`config.mk`:
```
export PLATFORM = sky130hd
export DESIGN_NAME = sha256_mem_responder
export DESIGN_NICKNAME = d
export VERILOG_FILES = /design/src/rtl/sha_resp_pkg.sv /design/src/rtl/sha_resp_ram.sv /design/src/rtl/sha256_mem_responder.sv
export SDC_FILE = /design/constraint.sdc
export NUM_CORES = 2
export LEC_CHECK = 0
export ABC_AREA = 0
export CORE_MARGIN = 5
export CORE_UTILIZATION = 65
export DETAILED_ROUTE_END_ITERATION = 10
export GPL_ROUTABILITY_DRIVEN = 0
export HOLD_SLACK_MARGIN = 0.06
export MAX_ROUTING_LAYER = met4
export PLACE_DENSITY = 0.92
export SLEW_MARGIN = 20
export SYNTH_ARGS = -nofsm -noshare
export SYNTH_HDL_FRONTEND = slang
export SYNTH_SLANG_ARGS = --single-unit
```
`constraint.sdc`:
```
create_clock -name clk -period 6.9 [get_ports clk]
set_input_delay 1.035 -clock clk [delete_from_list [all_inputs] [get_ports clk]]
set_output_delay 1.035 -clock clk [all_outputs]
set_load 0.02 [all_outputs]
```
`src/rtl/sha_resp_pkg.sv`:
```
// Shared types and constants for the SHA-256 memory responder.
package sha_resp_pkg;

   localparam int HASH_WORDS = 8;
   localparam int WORD_W     = 32;

   typedef enum logic [2:0] {
      ST_IDLE,
      ST_LOAD,
      ST_START,
      ST_WAIT_LO,
      ST_WAIT_HI,
      ST_DRAIN_RD,
      ST_DRAIN_PRES
   } resp_state_e;

endpackage

```
`src/rtl/sha_resp_ram.sv`:
```
// DEPTH x 32 word RAM: one write port, two registered read ports (core and drain).
module sha_resp_ram
   import sha_resp_pkg::*;
#(
   parameter int DEPTH  = 64,
   parameter int ADDR_W = $clog2(DEPTH)
) (
   input  logic              clk,
   input  logic              reset,
   input  logic              we,
   input  logic [ADDR_W-1:0] waddr,
   input  logic [WORD_W-1:0] wdata,
   input  logic [ADDR_W-1:0] core_raddr,
   output logic [WORD_W-1:0] core_rdata,
   input  logic              drain_re,
   input  logic [ADDR_W-1:0] drain_raddr,
   output logic [WORD_W-1:0] drain_rdata
);

   logic [WORD_W-1:0] mem [DEPTH];

   // Array contents survive reset so a host can inspect them after an abort.
   always_ff @(posedge clk) begin
      if (we) mem[waddr] <= wdata;
   end

   // Read ports see the pre-write contents on a same-cycle address collision.
   always_ff @(posedge clk) begin
      if (reset) begin
         core_rdata  <= '0;
         drain_rdata <= '0;
      end else begin
         core_rdata <= mem[core_raddr];
         if (drain_re) drain_rdata <= mem[drain_raddr];
      end
   end

endmodule

```
`src/rtl/sha256_mem_responder.sv`:
```
// Memory-side responder for the SHA-256 core: loads the message, runs the core, streams the hash back.
// Optional core address range checking is enabled by defining SHA_RESP_ADDR_CHECK_EN.
//
// state      | meaning
// IDLE       | waiting for the first message word
// LOAD       | accepting the remaining message words
// START      | one-cycle core_start pulse
// WAIT_LO    | waiting for core_done to drop (core has left idle)
// WAIT_HI    | waiting for core_done to rise (hash written)
// DRAIN_RD   | reading the next hash word from RAM
// DRAIN_PRES | presenting the hash word to the host
module sha256_mem_responder
   import sha_resp_pkg::*;
#(
   parameter int          NUM_OF_WORDS = 20,
   parameter int          DEPTH        = 64,
   parameter logic [15:0] MSG_BASE     = 16'h0000,
   parameter logic [15:0] OUT_BASE     = 16'h0020,
   parameter int          TIMEOUT_CYC  = 4096
) (
   input  logic              clk,
   input  logic              reset,
   input  logic              in_valid,
   output logic              in_ready,
   input  logic [WORD_W-1:0] in_data,
   output logic              out_valid,
   input  logic              out_ready,
   output logic [WORD_W-1:0] out_data,
   output logic              out_last,
   output logic              busy,
   output logic              err,
   output logic              core_start,
   input  logic              core_done,
   output logic [15:0]       message_addr,
   output logic [15:0]       output_addr,
   input  logic [15:0]       mem_addr,
   input  logic              mem_we,
   input  logic [WORD_W-1:0] mem_write_data,
   output logic [WORD_W-1:0] mem_read_data
);

   localparam int ADDR_W = $clog2(DEPTH);
   localparam int WCNT_W = $clog2(NUM_OF_WORDS);
   localparam int RCNT_W = $clog2(HASH_WORDS);
   localparam int TMR_W  = $clog2(TIMEOUT_CYC);

   resp_state_e       state, state_nxt;
   logic [WCNT_W-1:0] wcnt;
   logic [RCNT_W-1:0] rcnt;
   logic [TMR_W-1:0]  tmr;

   logic              host_we, core_we, ram_we, wait_st, timeout, addr_err, out_fire, wlast;
   logic [ADDR_W-1:0] host_addr, drain_addr, ram_waddr;
   logic [WORD_W-1:0] ram_wdata;
   logic              unused_addr_hi;

   assign message_addr = MSG_BASE;
   assign output_addr  = OUT_BASE;

   assign in_ready   = (state == ST_IDLE) || (state == ST_LOAD);
   assign busy       = (state != ST_IDLE);
   assign core_start = (state == ST_START);
   assign out_valid  = (state == ST_DRAIN_PRES);
   assign out_last   = out_valid && (rcnt == RCNT_W'(HASH_WORDS - 1));
   assign wait_st    = (state == ST_WAIT_LO) || (state == ST_WAIT_HI);
   assign timeout    = wait_st && (tmr == '0);
   assign host_we    = in_valid && in_ready;
   assign out_fire   = out_valid && out_ready;
   assign wlast      = (wcnt == WCNT_W'(NUM_OF_WORDS - 1));

   assign host_addr  = ADDR_W'(MSG_BASE) + ADDR_W'(wcnt);
   assign drain_addr = ADDR_W'(OUT_BASE) + ADDR_W'(rcnt);

   // Addresses wrap modulo DEPTH; the upper core address bits are deliberately ignored.
   assign unused_addr_hi = ^mem_addr[15:ADDR_W];

`ifdef SHA_RESP_ADDR_CHECK_EN
   logic [31:0] addr32;
   logic        in_msg, in_out;
   localparam logic [31:0] MSG_LO = {16'h0000, MSG_BASE};
   localparam logic [31:0] MSG_HI = MSG_LO + 32'(NUM_OF_WORDS);
   localparam logic [31:0] OUT_LO = {16'h0000, OUT_BASE};
   localparam logic [31:0] OUT_HI = OUT_LO + 32'(HASH_WORDS);

   assign addr32   = {16'h0000, mem_addr};
   assign in_msg   = (addr32 >= MSG_LO) && (addr32 < MSG_HI);
   assign in_out   = (addr32 >= OUT_LO) && (addr32 < OUT_HI);
   assign core_we  = wait_st && mem_we && in_out;
   assign addr_err = wait_st && (mem_we ? !in_out : !(in_msg || in_out));
`else
   assign core_we  = wait_st && mem_we;
   assign addr_err = 1'b0;
`endif

   // Host and core writes are state-exclusive, so the mux never has to arbitrate.
   assign ram_we    = host_we || core_we;
   assign ram_waddr = host_we ? host_addr : mem_addr[ADDR_W-1:0];
   assign ram_wdata = host_we ? in_data : mem_write_data;

   sha_resp_ram #(.DEPTH(DEPTH), .ADDR_W(ADDR_W)) u_ram (
      .clk         (clk),
      .reset       (reset),
      .we          (ram_we),
      .waddr       (ram_waddr),
      .wdata       (ram_wdata),
      .core_raddr  (mem_addr[ADDR_W-1:0]),
      .core_rdata  (mem_read_data),
      .drain_re    (state == ST_DRAIN_RD),
      .drain_raddr (drain_addr),
      .drain_rdata (out_data)
   );

   always_comb begin
      state_nxt = state;
      unique case (state)
         ST_IDLE, ST_LOAD: if (host_we) state_nxt = wlast ? ST_START : ST_LOAD;
         ST_START:         state_nxt = ST_WAIT_LO;
         ST_WAIT_LO:       if (timeout) state_nxt = ST_IDLE;
                           else if (!core_done) state_nxt = ST_WAIT_HI;
         ST_WAIT_HI:       if (timeout) state_nxt = ST_IDLE;
                           else if (core_done) state_nxt = ST_DRAIN_RD;
         ST_DRAIN_RD:      state_nxt = ST_DRAIN_PRES;
         ST_DRAIN_PRES:    if (out_fire) state_nxt = out_last ? ST_IDLE : ST_DRAIN_RD;
         default:          state_nxt = ST_IDLE;
      endcase
   end

   always_ff @(posedge clk) begin
      if (reset) begin
         state <= ST_IDLE;
         wcnt  <= '0;
         rcnt  <= '0;
         tmr   <= '0;
         err   <= 1'b0;
      end else begin
         state <= state_nxt;
         if (host_we) wcnt <= wlast ? '0 : wcnt + 1'b1;
         if (out_fire) rcnt <= rcnt + 1'b1;
         // Down-counter spans both WAIT states; terminal count aborts the job.
         if (state == ST_START) tmr <= TMR_W'(TIMEOUT_CYC - 1);
         else if (wait_st && !timeout) tmr <= tmr - 1'b1;
         if (host_we) err <= 1'b0;
         else if (timeout || addr_err) err <= 1'b1;
      end
   end

endmodule

```
### Word-level counts from Yosys, hierarchy flattened

Memories as Yosys holds them, arrays and structs flattened. A register that Yosys moved wholly into a read port is not among the register bits.
Index checks and enable logic that the tools add are counted.

| word-level totals | value |
|---|---|
| input port bits | 86 |
| memories | 1 |
| bits in writable memories | 2048 |
| bits in registers | 24 |

Memories:

| name | depth | bits a word | rd ports | clocked after memory_dff | wr ports | line | RTL |
|---|---|---|---|---|---|---|---|
| u_ram.mem | 64 | 32 | 2 | 2 | 1 | sha_resp_ram.sv:20 | `logic [WORD_W-1:0] mem [DEPTH];` |

| cells by class | value |
|---|---|
| reduce and logical (&&, ||, !) cells | 17 |
| multiplexer cells | 16 |
| $add $sub $neg | 4 |
| equal/unequal tests | 12 |

Operator list:

| kind | count |
|---|---|
| 32-bit 2-to-1 mux | 1 |
| 12-bit 2-to-1 mux | 2 |
| 3-bit 2-to-1 mux | 7 |
| 3-bit case mux with 6 select lines | 1 |
| 3-bit == test, second input constant | 4 |
| 12-bit zero test | 1 |
| 12-bit by 1-bit subtractor with 12-bit output, second input constant | 1 |
| 6-bit by 3-bit adder with 6-bit output, first input constant | 1 |
| 3-bit by 2-bit == test with 1-bit output, second input constant | 2 |
| 1-bit logical AND | 6 |
| 6-bit 2-to-1 mux | 1 |
| 3-bit inequality test, second input constant | 2 |
| 5-bit by 1-bit adder with 5-bit output, second input constant | 1 |
| 5-bit == test, second input constant | 1 |
| 5-bit 2-to-1 mux | 1 |
| 4-bit AND reduction | 1 |
| 2-bit OR reduction | 2 |
| 3-bit by 1-bit adder with 3-bit output, second input constant | 1 |
| 3-bit by 1-bit == test with 1-bit output, second input constant | 1 |
| 3-bit zero test | 1 |
| 1-bit logical OR | 3 |
| 3-bit nonzero test | 1 |
| 1-bit 2-to-1 mux | 2 |
| 2-bit 2-to-1 mux | 1 |
| other kinds (4) | 4 |

### Logic depth before layout (Yosys ltp)

| depth | value |
|---|---|
| depth in word-level cells | 7 |
| depth in mapped cells | 11 |
| gate-level depth less buffers | 7 |

### Hierarchy

From an unflattened synthesis, not the netlist that was laid out.

| unflattened totals | value |
|---|---|
| cells, all modules | 5361 |
| area, all modules | 98224.2 sq um |

Modules (own cells, without submodules):

| module | sequential area each (sq um) | instances | area an instance (sq um) | cells each |
|---|---|---|---|---|
| sha_resp_ram | 62780.2 | 1 | 96226.0 | 5138 |
| sha256_mem_responder | 480.5 | 1 | 1998.2 | 223 |

### Worst setup path before layout

Ideal clock, no wire load.

| path | value |
|---|---|
| path type | input to register |
| start point | in mem_addr[0] |
| end point | mem u_ram.mem[59][0] (enable) |
| buffers on the path | 5 |
| data arrival time | 4.435 ns |
| setup slack | 2.004 ns |
| library setup time | 0.461 ns |
| required time | 6.439 ns |
| cell stages on the path | 9 |
| cells stage by stage | buf_6 buf_8 buf_8 buf_8 buf_8 nand2_1 mux2i_1 nand2_1 nor3_1 |

| between the ends | value |
|---|---|
| longest elaborated chain between the ends | 1 |

Ends and longest elaborated chain:

| element | line | RTL |
|---|---|---|
| start: declaration | sha256_mem_responder.sv:36 | `input logic [15:0] mem_addr,` |
| 6-bit 2-to-1 mux | sha256_mem_responder.sv:97 | `assign ram_waddr = host_we ? host_addr : mem_addr[ADDR_W-1:0];` |
| end: declaration | sha_resp_ram.sv:20 |  |

No other way between the ends.

### Worst setup path in the final report

| path | value |
|---|---|
| start point | in in_valid |
| end point | mem u_ram.mem[56][22] (enable) |

| between the ends | value |
|---|---|
| longest elaborated chain between the ends | 4 |
| elaborated cells between the ends (all ways) | 5 |
| classes of those cells | mux (3); reduce/logical (2) |

Ends and longest elaborated chain:

| element | line | RTL |
|---|---|---|
| start: declaration | sha256_mem_responder.sv:23 | `input logic in_valid,` |
| 1-bit logical AND * | sha256_mem_responder.sv:67 | `assign host_we = in_valid && in_ready;` |
| 1-bit logical OR | sha256_mem_responder.sv:96 | `assign ram_we = host_we \|\| core_we;` |
| 1-bit 2-to-1 mux | sha_resp_ram.sv:24 | `if (we) mem[waddr] <= wdata;` |
| 1-bit 2-to-1 mux (implied by the code) | sha_resp_ram.sv:24 |  |

Mark *: on every way between the ends. The rest lies on a longest branch, timed or not.

==> impl_metrics.toml <==
[setup_path]
arrival_ns = 5.69
critical_path.max_fanout = 21
required_ns = 7.38
worstSetupStartpointType = "primary input"
endpoint_kind = "flip-flop"
worstSetupPathType = "primary input to flip-flop"

[timing]
tightest_slew_ns = 1.29
grt_setup_unrepaired = "false"
min_period_over_period_pct = 75.4
fin_worst_skew_ns = 0.0528
fin_tns_setup_ns = 0
drv_slew = 0
clock.fmax_mhz = 192
layout_min_cycle_time_ns = 5.20
finalHoldViolations = 0
slew_headroom_pct = 13.7
final-setup-viol-count = 0
whs_ns = 0.498

[grt]
grt_overflow = 0
grt.total_usage_pct = 37.3
grt_pass1_vias = 46100
grt_antenna_before_repair = 11
grt_pass1_wl_mm = 345
grt_max_degree = 118

[clocking]
clock_latency_ns = 0.85
postCtsHoldBufs = 0
cts_tree = "done"
clk_pin_slew_worst_paths_ns = 0.06
h-tree-depth = 4
root_buffer = "clkbuf_16"
ctsResizeCount = 0
cts_max_path_buffers = 3
cts_buffers = 196
cts.sinks = 2136
postCtsSetupBuffers = 0

[synthesis]
postSynthCellCount = 3865
synth_top_family_by_area = "multiplexers"
synth-simple-area-share_pct = 2.02
synth_edf_count = 2048
synth_mux_area_share_pct = 18.6
post-synth-top-area-cell = "edfxtp_1"
synthFlopType = "edfxtp_1"
yosys.cell_count.top_type = "edfxtp_1"
synth-warning-count = 0
ys_types = 64
syn_area_sq_mm = 0.0841
synthTopCellsByArea = "edfxtp_1 73%, mux4_2 16%, mux2i_1 2.3%"
avgSynthCellArea_sq_um = 21.8
yosys-top-cells-count = "2048 x edfxtp_1, 599 x mux4_2, 193 x mux2i_1"
ys_async_sr_fraction_pct = 0
synth_xor_area_share_pct = 0.135
synth_top_area_share_pct = 73.1
ys_seq_elements = 2136
synthAdderAreaFrac_pct = 0.0744
synth_compound_area_share_pct = 2.07
ys_seq_area_share_pct = 75.2

[min_path]
hp-class = "flip-flop to flip-flop"

[route]
first_pass_iters = 7
drt.antenna.violating_nets = 0
drc = 0
wl_per_cell_microns = 41.4
drt_first_iter_violations = 9147
drt_wl_total_mm = 249
vias = 46300
vias_per_cell = 7.69

[power]
pwr_density_cell_mw_per_mm2 = 310
p_leak_nw = 29.8
peakVddDrop_mv = 0.293

[outcome]
status = "finished, final reports clean"

[job]
cap_violations = 0

[final_layout]
final_nets = 4200
n_fill_cell = 6436
post-route-util_pct = 73.3
regArea_sq_mm = 0.0633
multiInputGateArea_sq_mm = 0.0200
drive_gt1_share_pct = 26.7
area_growth_pct = 12.5

[floorplan]
die_h_microns = 370
die_area_sq_mm = 0.137
num_io_pins = 188
die_w_microns = 370
num_rows = 132
start_util_pct = 65.1
coreArea_sq_mm = 0.129

[place]
io_buffers = 145
hpwl_mm = 133
## cells by family after synthesis
logic type | count (synthesis)
adder cells (fa/ha/maj) | 5
AND/OR/NAND/NOR | 382
multiplexers | 812
buffers and inverters | 267
XOR/XNOR | 13
other | 2
AO/OA/AOI/OAI | 248
flip-flops | 2136
## state kept, by name, summed over array words and instances (netlist names)
name / count
state: 3
u_ram.mem: 2048
rcnt: 3
err: 1
tmr: 12
u_ram.core_rdata: 32
u_ram.drain_rdata: 32
wcnt: 5
## final timing paths
check,start,end,slack (ns),cells after the start
worst max-delay path,in_valid,u_ram.mem[56][22],1.70,7
worst min-delay path,u_ram.drain_rdata[2],u_ram.drain_rdata[2],0.50,2
worst max register to register,state[2],u_ram.mem[56][22],1.94,6
worst min register to register,u_ram.drain_rdata[2],u_ram.drain_rdata[2],0.50,2
## routing by layer
metal,vias to the layer above,global-route usage (%),share of wire (%)
met5,-,-,0
met4,0,19.4,7.2
met3,1171,10.1,14
met2,5277,58.4,49
met1,23200,45.5,30
li1,16700,-,-
## cell type report
cell class	instances	area share, %
tap	1742	2.30
clock buffer	269	5.73
antenna	11	0.0291
inverter	9	0.0357
sequential	2136	66.9
timing repair buffer	274	3.11
multi-input combinational	1492	21.2
clock inverter	88	0.762
## where the power goes
part	total (W)	switching, W	leakage [nW]	internal (W)
registers	0.0154	0.000148	19.2	0.0153
clock network	0.0107	0.00485	3.01	0.00583
logic	0.00321	0.00235	7.54	0.000858
## layout by cell type (no fill, tap or decap), drive strengths merged, types with 4 or more instances in the layout
cell              n
edfxtp         2048
mux4            599
clkbuf          269
mux2i           193
nand2           140
clkdlybuf4s50   138
buf             136
nor2            129
dfxtp            88
a22oi            83
clkinv           69
a21oi            44
a211oi           37
conb             32
nand3            29
mux2             20
o21ai            20
nand2b           19
nor3             15
inv              15
o22ai            12
xor2             12
diode            11
nor2b            10
nor4             10
bufinv            9
a221oi            9
o211ai            7
and2              7
a31oi             7
a22o              5
ha                5
or2               4
a32oi             4
o31ai             4
a21boi            4
clkinvlp          4
## through the flow
stage	instance area, sq um	worst slack (ns)	std cells	power (W)
6_report	94600	1.70	6021	0.0293
5_1_grt	94600	1.77	6018	0.0300
4_1_cts	94400	2.15	6003	0.0292
3_5_place_dp	88200	1.52	5646	0.0187
3_3_place_gp	87700	1.90	5626	0.0184
2_1_floorplan	84300	2.00	3895	0.0174
## critical path, cell delays in order
cell,delay [ns]
clkdlybuf4s50_1,0.55
or3b_2,0.54
mux2i_1,0.80
nand2b_1,0.54
nand2b_1,0.77
nor2_4,1.00
buf_4,0.43
Note: power is estimated with default switching activity, not from simulation.
